File: config.mk
export PLATFORM = sky130hd
export DESIGN_NAME = rf_frontend_ctrl
export DESIGN_NICKNAME = d
export VERILOG_FILES = /design/src/rtl/rf_frontend_ctrl_pkg.sv /design/src/rtl/rf_frontend_ctrl_sync_debounce.sv /design/src/rtl/rf_frontend_ctrl.sv
export SDC_FILE = /design/constraint.sdc
export NUM_CORES = 1
export LEC_CHECK = 0
export BUFFER_PORTS_ARGS = -buffer_cell sky130_fd_sc_hd__clkbuf_2
export CAP_MARGIN = 40
export CELL_PAD_IN_SITES_DETAIL_PLACEMENT = 0
export CELL_PAD_IN_SITES_GLOBAL_PLACEMENT = 1
export CORE_ASPECT_RATIO = 0.8
export CORE_MARGIN = 1.5
export CORE_UTILIZATION = 35
export DETAILED_ROUTE_END_ITERATION = 8
export PLACE_DENSITY = 0.77
export REMOVE_ABC_BUFFERS = 1
export SYNTH_ARGS = -nofsm -noshare
export SYNTH_HDL_FRONTEND = slang
export SYNTH_SLANG_ARGS = --single-unit
File: constraint.sdc
create_clock -name clock -period 2.5 [get_ports clock]
set_input_delay 0.5 -clock clock [delete_from_list [all_inputs] [get_ports clock]]
set_output_delay 0.5 -clock clock [all_outputs]
set_load 0.05 [all_outputs]
File: src/rtl/rf_frontend_ctrl_pkg.sv
// Shared definitions for the RF front-end sequencer: state codes (also reported in
// the status word), the settings command layout and the default register address.
package rf_frontend_ctrl_pkg;

  localparam logic [6:0] FR_FRONTEND = 7'd48;

  typedef enum logic [2:0] {
    ST_IDLE      = 3'd0,
    ST_BREAK     = 3'd1,
    ST_MAKE      = 3'd2,
    ST_LE_PULSE  = 3'd3,
    ST_LOCK_WAIT = 3'd4
  } fe_state_e;

  typedef struct packed {
    logic       do_vco;
    logic [1:0] filter;
    logic [3:0] vsw;
  } fe_cmd_t;

  function automatic fe_cmd_t decode_cmd(input logic [8:0] field);
    fe_cmd_t cmd;
    cmd.vsw    = field[3:0];
    cmd.filter = field[5:4];
    cmd.do_vco = field[8];
    return cmd;
  endfunction

  // Terminal count for a state lasting 'cycles' cycles; zero still lasts one cycle.
  function automatic logic [23:0] last_count(input logic [23:0] cycles);
    return (cycles == 24'd0) ? 24'd0 : cycles - 24'd1;
  endfunction

endpackage

File: src/rtl/rf_frontend_ctrl_sync_debounce.sv
// Two-flop synchronizer plus consecutive-high counter for an asynchronous status pin.
// stable_hit is high in the cycle where the synced input completes STABLE highs in a row.
module sync_debounce #(
  parameter logic [7:0] STABLE = 8'd16
) (
  input  logic clock,
  input  logic reset,
  input  logic clear,
  input  logic async_in,
  output logic synced,
  output logic stable_hit
);

  localparam logic [7:0] TARGET = (STABLE == 8'd0) ? 8'd1 : STABLE;

  logic       meta_q, meta_d;
  logic       sync_q, sync_d;
  logic [7:0] count_q, count_d;

  // Clear flushes the synchronizer too, so a check always starts from a fresh sample.
  always_comb begin
    meta_d  = clear ? 1'b0 : async_in;
    sync_d  = clear ? 1'b0 : meta_q;
    count_d = count_q;
    if (clear || !sync_q) begin
      count_d = 8'd0;
    end else if (count_q != TARGET) begin
      count_d = count_q + 8'd1;
    end
  end

  always_ff @(posedge clock or posedge reset) begin
    if (reset) begin
      meta_q  <= 1'b0;
      sync_q  <= 1'b0;
      count_q <= 8'd0;
    end else begin
      meta_q  <= meta_d;
      sync_q  <= sync_d;
      count_q <= count_d;
    end
  end

  assign synced     = sync_q;
  assign stable_hit = sync_q && (count_q >= (TARGET - 8'd1));

endmodule

File: src/rtl/rf_frontend_ctrl.sv
// WSA1000 front-end sequencer: break-before-make switch/filter updates from the settings
// bus, optional VCO load-enable pulse and lock check with timeout, plus a status word.
module rf_frontend_ctrl
  import rf_frontend_ctrl_pkg::*;
#(
  parameter logic [6:0]  ADDR          = FR_FRONTEND,
  parameter logic [15:0] BREAK_CYCLES  = 16'd50,
  parameter logic [15:0] SETTLE_CYCLES = 16'd500,
  parameter logic [7:0]  LE_CYCLES     = 8'd4,
  parameter logic [7:0]  LOCK_STABLE   = 8'd16,
  parameter logic [23:0] LOCK_TIMEOUT  = 24'd50000
) (
  input  logic        clock,
  input  logic        reset,
  input  logic [6:0]  serial_addr,
  input  logic [31:0] serial_data,
  input  logic        serial_strobe,
  input  logic        vco_muxout,
  output logic [3:0]  vsw,
  output logic [1:0]  filter_a,
  output logic        vco_le,
  output logic        busy,
  output logic        locked,
  output logic        lock_timeout,
  output logic [31:0] status
);

  localparam logic [23:0] BREAK_LAST  = last_count(24'(BREAK_CYCLES));
  localparam logic [23:0] SETTLE_LAST = last_count(24'(SETTLE_CYCLES));
  localparam logic [23:0] LE_LAST     = last_count(24'(LE_CYCLES));
  localparam logic [23:0] TO_LAST     = last_count(LOCK_TIMEOUT);

  fe_state_e   state_q, state_d;
  logic [23:0] cnt_q, cnt_d;
  fe_cmd_t     cur_q, cur_d;
  fe_cmd_t     pend_q, pend_d;
  logic        pend_v_q, pend_v_d;
  logic [3:0]  vsw_q, vsw_d;
  logic [1:0]  filter_q, filter_d;
  logic        vco_le_q, vco_le_d;
  logic        busy_q, busy_d;
  logic        locked_q, locked_d;
  logic        lock_timeout_q, lock_timeout_d;
  logic [7:0]  lock_checks_q, lock_checks_d;

  logic        wr_hit;
  fe_cmd_t     wr_cmd;
  logic        lock_hit;
  logic        muxout_sync_unused;
  logic        unused_data_bits;

  assign wr_hit           = serial_strobe && (serial_addr == ADDR);
  assign wr_cmd           = decode_cmd(serial_data[8:0]);
  assign unused_data_bits = ^serial_data[31:9];

  sync_debounce #(
    .STABLE(LOCK_STABLE)
  ) u_muxout_sync (
    .clock     (clock),
    .reset     (reset),
    .clear     (state_q != ST_LOCK_WAIT),
    .async_in  (vco_muxout),
    .synced    (muxout_sync_unused),
    .stable_hit(lock_hit)
  );

  always_comb begin
    state_d        = state_q;
    cnt_d          = cnt_q;
    cur_d          = cur_q;
    pend_d         = pend_q;
    pend_v_d       = pend_v_q;
    vsw_d          = vsw_q;
    filter_d       = filter_q;
    vco_le_d       = vco_le_q;
    busy_d         = busy_q;
    locked_d       = locked_q;
    lock_timeout_d = lock_timeout_q;
    lock_checks_d  = lock_checks_q;

    unique case (state_q)
      ST_IDLE: begin
        // A fresh write is newer than anything pending, so it takes precedence.
        if (wr_hit || pend_v_q) begin
          cur_d    = wr_hit ? wr_cmd : pend_q;
          pend_v_d = 1'b0;
          state_d  = ST_BREAK;
          cnt_d    = 24'd0;
          busy_d   = 1'b1;
          vsw_d    = 4'd0;
        end
      end
      ST_BREAK: begin
        if (cnt_q == BREAK_LAST) begin
          state_d  = ST_MAKE;
          cnt_d    = 24'd0;
          vsw_d    = cur_q.vsw;
          filter_d = cur_q.filter;
        end else begin
          cnt_d = cnt_q + 24'd1;
        end
      end
      ST_MAKE: begin
        if (cnt_q == SETTLE_LAST) begin
          cnt_d = 24'd0;
          if (cur_q.do_vco) begin
            state_d        = ST_LE_PULSE;
            vco_le_d       = 1'b1;
            locked_d       = 1'b0;
            lock_timeout_d = 1'b0;
            lock_checks_d  = lock_checks_q + 8'd1;
          end else begin
            state_d = ST_IDLE;
            busy_d  = 1'b0;
          end
        end else begin
          cnt_d = cnt_q + 24'd1;
        end
      end
      ST_LE_PULSE: begin
        if (cnt_q == LE_LAST) begin
          state_d  = ST_LOCK_WAIT;
          cnt_d    = 24'd0;
          vco_le_d = 1'b0;
        end else begin
          cnt_d = cnt_q + 24'd1;
        end
      end
      ST_LOCK_WAIT: begin
        // Lock is tested first so it wins a tie with the timeout.
        if (lock_hit) begin
          locked_d = 1'b1;
          state_d  = ST_IDLE;
          busy_d   = 1'b0;
          cnt_d    = 24'd0;
        end else if (cnt_q == TO_LAST) begin
          lock_timeout_d = 1'b1;
          state_d        = ST_IDLE;
          busy_d         = 1'b0;
          cnt_d          = 24'd0;
        end else begin
          cnt_d = cnt_q + 24'd1;
        end
      end
      default: begin
        state_d  = ST_IDLE;
        cnt_d    = 24'd0;
        busy_d   = 1'b0;
        vco_le_d = 1'b0;
      end
    endcase

    if ((state_q != ST_IDLE) && wr_hit) begin
      pend_v_d = 1'b1;
      pend_d   = wr_cmd;
    end
  end

  always_ff @(posedge clock or posedge reset) begin
    if (reset) begin
      state_q        <= ST_IDLE;
      cnt_q          <= 24'd0;
      cur_q          <= '0;
      pend_q         <= '0;
      pend_v_q       <= 1'b0;
      vsw_q          <= 4'd0;
      filter_q       <= 2'd0;
      vco_le_q       <= 1'b0;
      busy_q         <= 1'b0;
      locked_q       <= 1'b0;
      lock_timeout_q <= 1'b0;
      lock_checks_q  <= 8'd0;
    end else begin
      state_q        <= state_d;
      cnt_q          <= cnt_d;
      cur_q          <= cur_d;
      pend_q         <= pend_d;
      pend_v_q       <= pend_v_d;
      vsw_q          <= vsw_d;
      filter_q       <= filter_d;
      vco_le_q       <= vco_le_d;
      busy_q         <= busy_d;
      locked_q       <= locked_d;
      lock_timeout_q <= lock_timeout_d;
      lock_checks_q  <= lock_checks_d;
    end
  end

  assign vsw          = vsw_q;
  assign filter_a     = filter_q;
  assign vco_le       = vco_le_q;
  assign busy         = busy_q;
  assign locked       = locked_q;
  assign lock_timeout = lock_timeout_q;
  assign status       = {8'd0, lock_checks_q, 1'b0, 3'(state_q), pend_v_q, lock_timeout_q,
                         locked_q, busy_q, 2'b00, filter_q, vsw_q};

endmodule

* Yosys cells after proc, flatten, opt, wreduce, memory -nomap -nowiden
Cells that the tools add are included.
Word-level totals: register bits after elaboration 70, input port bits 43, output and inout port bits 42, logic and storage cells 114
Cells by class: $add $sub $neg 3, order comparisons 1, equal/unequal tests 21, muxes and demuxes 43, bitwise logic cells 2, reductions and logical operators 25
Operators by type and width (count):
- 24-bit 2-to-1 mux | 6
- 24-bit case mux with 5 select lines | 1
- 24-bit by 1-bit adder with 24-bit output, second input constant | 1
- 24-bit by 16-bit == test with 1-bit output, second input constant | 1
- 24-bit by 2-bit == test with 1-bit output, second input constant | 1
- 24-bit by 6-bit == test with 1-bit output, second input constant | 1
- 24-bit by 9-bit == test with 1-bit output, second input constant | 1
- 1-bit 2-to-1 mux | 18
- 3-bit 2-to-1 mux | 6
- 2-bit != test, second input constant | 9
- 8-bit by 1-bit adder with 8-bit output, second input constant | 2
- 8-bit 2-to-1 mux | 2
- 3-bit case mux with 5 select lines | 1
- 5-bit AND reduction | 3
- 2-bit nonzero test | 5
- 8-bit by 4-bit >= comparator with 1-bit output, second input constant | 1
- 4-bit 2-to-1 mux | 2
- 8-bit by 5-bit != test with 1-bit output, second input constant | 1
- 4-bit case mux with 2 select lines | 1
- 4-bit AND reduction | 2
- 7-bit by 6-bit == test with 1-bit output, second input constant | 1
- 7-bit 2-to-1 mux | 1
- 3-bit by 2-bit == test with 1-bit output, second input constant | 2
- 3-bit != test, second input constant | 2
- 16 further kinds | 24

* Longest topological paths before layout
word-level depth 6, mapped depth 7, depth with buffers taken out 7

* Modules after synthesis
From an unflattened synthesis, not the netlist that was laid out.
Second synthesis, totals: cells, all modules 390, area, all modules 3778.6 um^2
By module, submodules not included:
- rf_frontend_ctrl | instances 1, cells each 339, area an instance 3275.6 um^2, sequential area each 1501.4 um^2
- sync_debounce | instances 1, cells each 51, area an instance 503.0 um^2, sequential area each 250.2 um^2

* Worst setup path before layout
OpenSTA, ideal clock, no wires.
path kind flip-flop to flip-flop, start reg state_q[1], end reg cnt_q[14], setup time 128 ps, data arrival time 1905 ps, required time 2372 ps, path slack 467 ps, cell stages (with the launch flop) 7, path buffers 2, period minus slack after synthesis 2033 ps, path through dfrtp_1 -> clkbuf_1 -> nor4b_1 -> a22oi_1 -> o21ai_2 -> buf_2 -> a21oi_2
On the way: longest elaborated chain between the ends 2
RTL lines:
- start: declaration | RTL line rf_frontend_ctrl.sv:33 | fe_state_e state_q, state_d;
- start signal: assignment | RTL line rf_frontend_ctrl.sv:174 | state_q <= state_d;
- 3-bit == test (tied with other cells) | RTL line rf_frontend_ctrl.sv:81 | unique case (state_q)
- 24-bit case mux with 5 select lines or 2-bit != test (tied branches)
- end signal: assignment | RTL line rf_frontend_ctrl.sv:175 | cnt_q <= cnt_d;
- end: declaration | RTL line rf_frontend_ctrl.sv:34 | logic [23:0] cnt_q, cnt_d;
Several ways; a longest one is shown, not always the timed one. A chain may end at the register's enable or synchronous reset.

* Worst setup path after layout
start reg cnt_q[0], end reg cnt_q[3]
On the way: longest elaborated chain between the ends 4
RTL lines:
- 24-bit by 1-bit adder with 24-bit output or 24-bit by 16-bit == test with 1-bit output (tied branches)
- 24-bit 2-to-1 mux | RTL line rf_frontend_ctrl.sv:136 | end else if (cnt_q == TO_LAST) begin
- 24-bit 2-to-1 mux | RTL line rf_frontend_ctrl.sv:131 | if (lock_hit) begin
- 24-bit case mux with 5 select lines (*) | RTL line rf_frontend_ctrl.sv:81
Every way passes the cells marked *; elsewhere a longest branch is shown, timed or not.

==> impl_metrics.json <==
{
  "worstPathRequired_ps": 2700,
  "synth_ff_type": "dfrtp_1",
  "arrival_ps": 2330,
  "instances_no_fill": 560,
  "cts.sinks": 70,
  "cp_max_fo": 16,
  "area_growth_pct": 17.13,
  "postCtsSetupBuffers": 0,
  "grt_pass1_vias": 2767,
  "max-cap-violations": 0,
  "yosysWarnings": 0,
  "fillerInstances": 1062,
  "wl_mm": 7.747,
  "leakagePower_nw": 2.084,
  "firstDrtPassIters": 4,
  "worst_pin_slew_ps": 648.6,
  "insertion_delay_ps": 330,
  "status": "finished clean",
  "cts_max_level": 3,
  "die_w_um": 120.1,
  "dieArea_mm2": 0.01162,
  "pin_count": 85,
  "vias": 2823,
  "end_kind": "flip-flop",
  "drc": 0,
  "yosysTopAreaCell": "dfrtp_1",
  "fin_worst_skew_ps": 6.575,
  "clockRootBuffer": "clkbuf_16",
  "holdWs_ps": 236.7,
  "fin_crit_sh_pct": 85.06,
  "core_area_mm2": 0.01076,
  "viasPerCell": 5.041,
  "setup_violations": 0,
  "finalHoldViolCount": 0,
  "final.setup.tns_ps": 0,
  "synth_area_leaders": "dfrtp_1 46%, xor2_1 5.0%, buf_4 4.9%, a21oi_2 4.6%, mux2_2 2.9%",
  "hold_class": "input port to asynchronous set/reset pin",
  "fin_util_pct": 41.80,
  "min_period_ps": 2126,
  "drt_iter0_markers": 173,
  "hpwl_mm": 5.562,
  "power.density_mw_per_mm2": 563.2,
  "yosysMostFrequentCell": "dfrtp_1",
  "slew_viol_final": 0,
  "antenna_found_initial": 0,
  "globalRouteOverflowTotal": 0,
  "synth_edf_count": 0,
  "grt.total_usage_pct": 14.56,
  "rows": 34,
  "ys_types": 54,
  "start_util_pct": 35.69,
  "io_buffer_count": 48,
  "avgSynthCellArea_um2": 10.47,
  "place_ws_ps": 299.7,
  "ys_seq_area_share_pct": 45.60,
  "crit_type": "flip-flop to flip-flop",
  "max_freq_ghz": 0.4703,
  "relSlewSlack_pct": 56.69,
  "ys_top_cells_by_count": "70 x dfrtp_1, 25 x buf_4, 22 x nand3_1, 22 x nor2_1, 22 x xor2_1",
  "async_flop_share_pct": 100.0,
  "cts_buffer_depth": 2,
  "wl_per_cell_um": 13.83,
  "startpoint_type": "flip-flop",
  "clk_pin_slew_ps": 60,
  "setup_slack_ps": 373.6,
  "syn_area_mm2": 0.003841,
  "grt_max_degree": 30,
  "cts_tree": "built",
  "die_height_um": 96.70,
  "rsz0062_at_grt": "no",
  "syn_inst": 367,
  "post-place-cells": 544,
  "grt_pass1_wl_mm": 13.66,
  "vdd_drop_max_mv": 0.3488,
  "drive_gt1_share_pct": 29.33,
  "ant_nets": 0,
  "ys_ff_latch": 70,
  "gp_congestion": 0.7518,
  "yosys.area.top_type_share_pct": 45.60,
  "diodes": 0,
  "numCtsBuffers": 9,
  "fin_nets": 459
}
report_power, final:
part           internal (mW)  switching (mW)  total [mW]  leakage [nW]
combinational         0.0286          0.0821       0.111          1.02
clock                  0.779           0.493        1.27         0.136
sequential              1.14         0.00731        1.15         0.929
final timing paths:
| check | start | to | slack (ps) | cells after the start |
|---|---|---|---|---|
| max | cnt_q[0] | cnt_q[3] | 370 | 7 |
| min | reset | u_muxout_sync.count_q[3] | 240 | 2 |
| max reg2reg | cnt_q[0] | cnt_q[3] | 370 | 7 |
| min reg2reg | lock_checks_q[7] | lock_checks_q[7] | 470 | 1 |
| max in group asynchronous | reset | vsw[2] | 1590 | 3 |
| min in group clock | serial_data[0] | pend_q[0] | 420 | 2 |
cell usage in the layout, fill, tap and decap left out, drive strengths merged, types with 8 or more instances in the layout:
cell     n
dfrtp   70
clkbuf  58
a21oi   27
nor2    24
nand3   22
xor2    22
nand2   17
nand4   16
and3    16
o21ai   12
buf     12
conb    11
inv     11
mux2    10
a22o    10
xnor2    9
nor4     8
logic make-up after synthesis:
logic type | after synthesis | share of synthesized area [%]
compound gates | 68 | 13.58
xor+xnor | 31 | 7.068
fa+ha+maj | 5 | 1.629
buf+inv | 46 | 7.524
flops | 70 | 45.60
mux | 17 | 4.756
other cells | 1 | 0.09763
simple gates | 129 | 19.74
worst max-delay path, stage by stage, from the launching register on:
cell and delay, ps:
dfrtp_1 430, ha_1 320, nor4b_4 340, a22oi_1 160
o21ai_2 290, buf_12 220, a2bb2oi_1 160, o21ai_0 90
registers in the layout, summed over array words and instances, names as in the netlist, 2 cells and up:
| name | flops |
|---|---|
| cnt_q | 24 |
| cur_q | 7 |
| filter_a | 2 |
| lock_checks_q | 8 |
| pend_q | 7 |
| state_q | 3 |
| u_muxout_sync.count_q | 8 |
| vsw | 4 |
metal layers:
metal	vias to the layer above	track usage [%]	part of all wire (%)
met5	-	0	0
met3	9	2.948	2.8
met4	0	4.945	1.5
li1	1382	-	-
met2	42	22.20	45
met1	1390	20.63	50
per-stage QoR:
step / power [mW] / area [µm²]
after global placement: 1.284 / 4192
after global routing: 2.627 / 4499
after detailed placement: 1.286 / 4192
after CTS: 2.565 / 4491
after floorplan: 1.249 / 3623
final: 2.534 / 4499
cell type report:
type	count	area, µm²	share of cell area, %
multi-input cells	261	1854	41.21
clock buffers	10	229.0	5.089
flip-flops and latches	70	1752	38.93
well taps	144	180.2	4.004
inverters	9	33.78	0.7508
clock inverters	6	70.07	1.557
repair buffers	60	380.4	8.454
what timing repair did:
action,4_1_cts,5_1_grt
resized for setup,0,1
hold endpoints to repair,0,0
hold buffers,0,0
setup endpoints to repair,0,1
No activity file was read; power rests on OpenSTA's default activity.
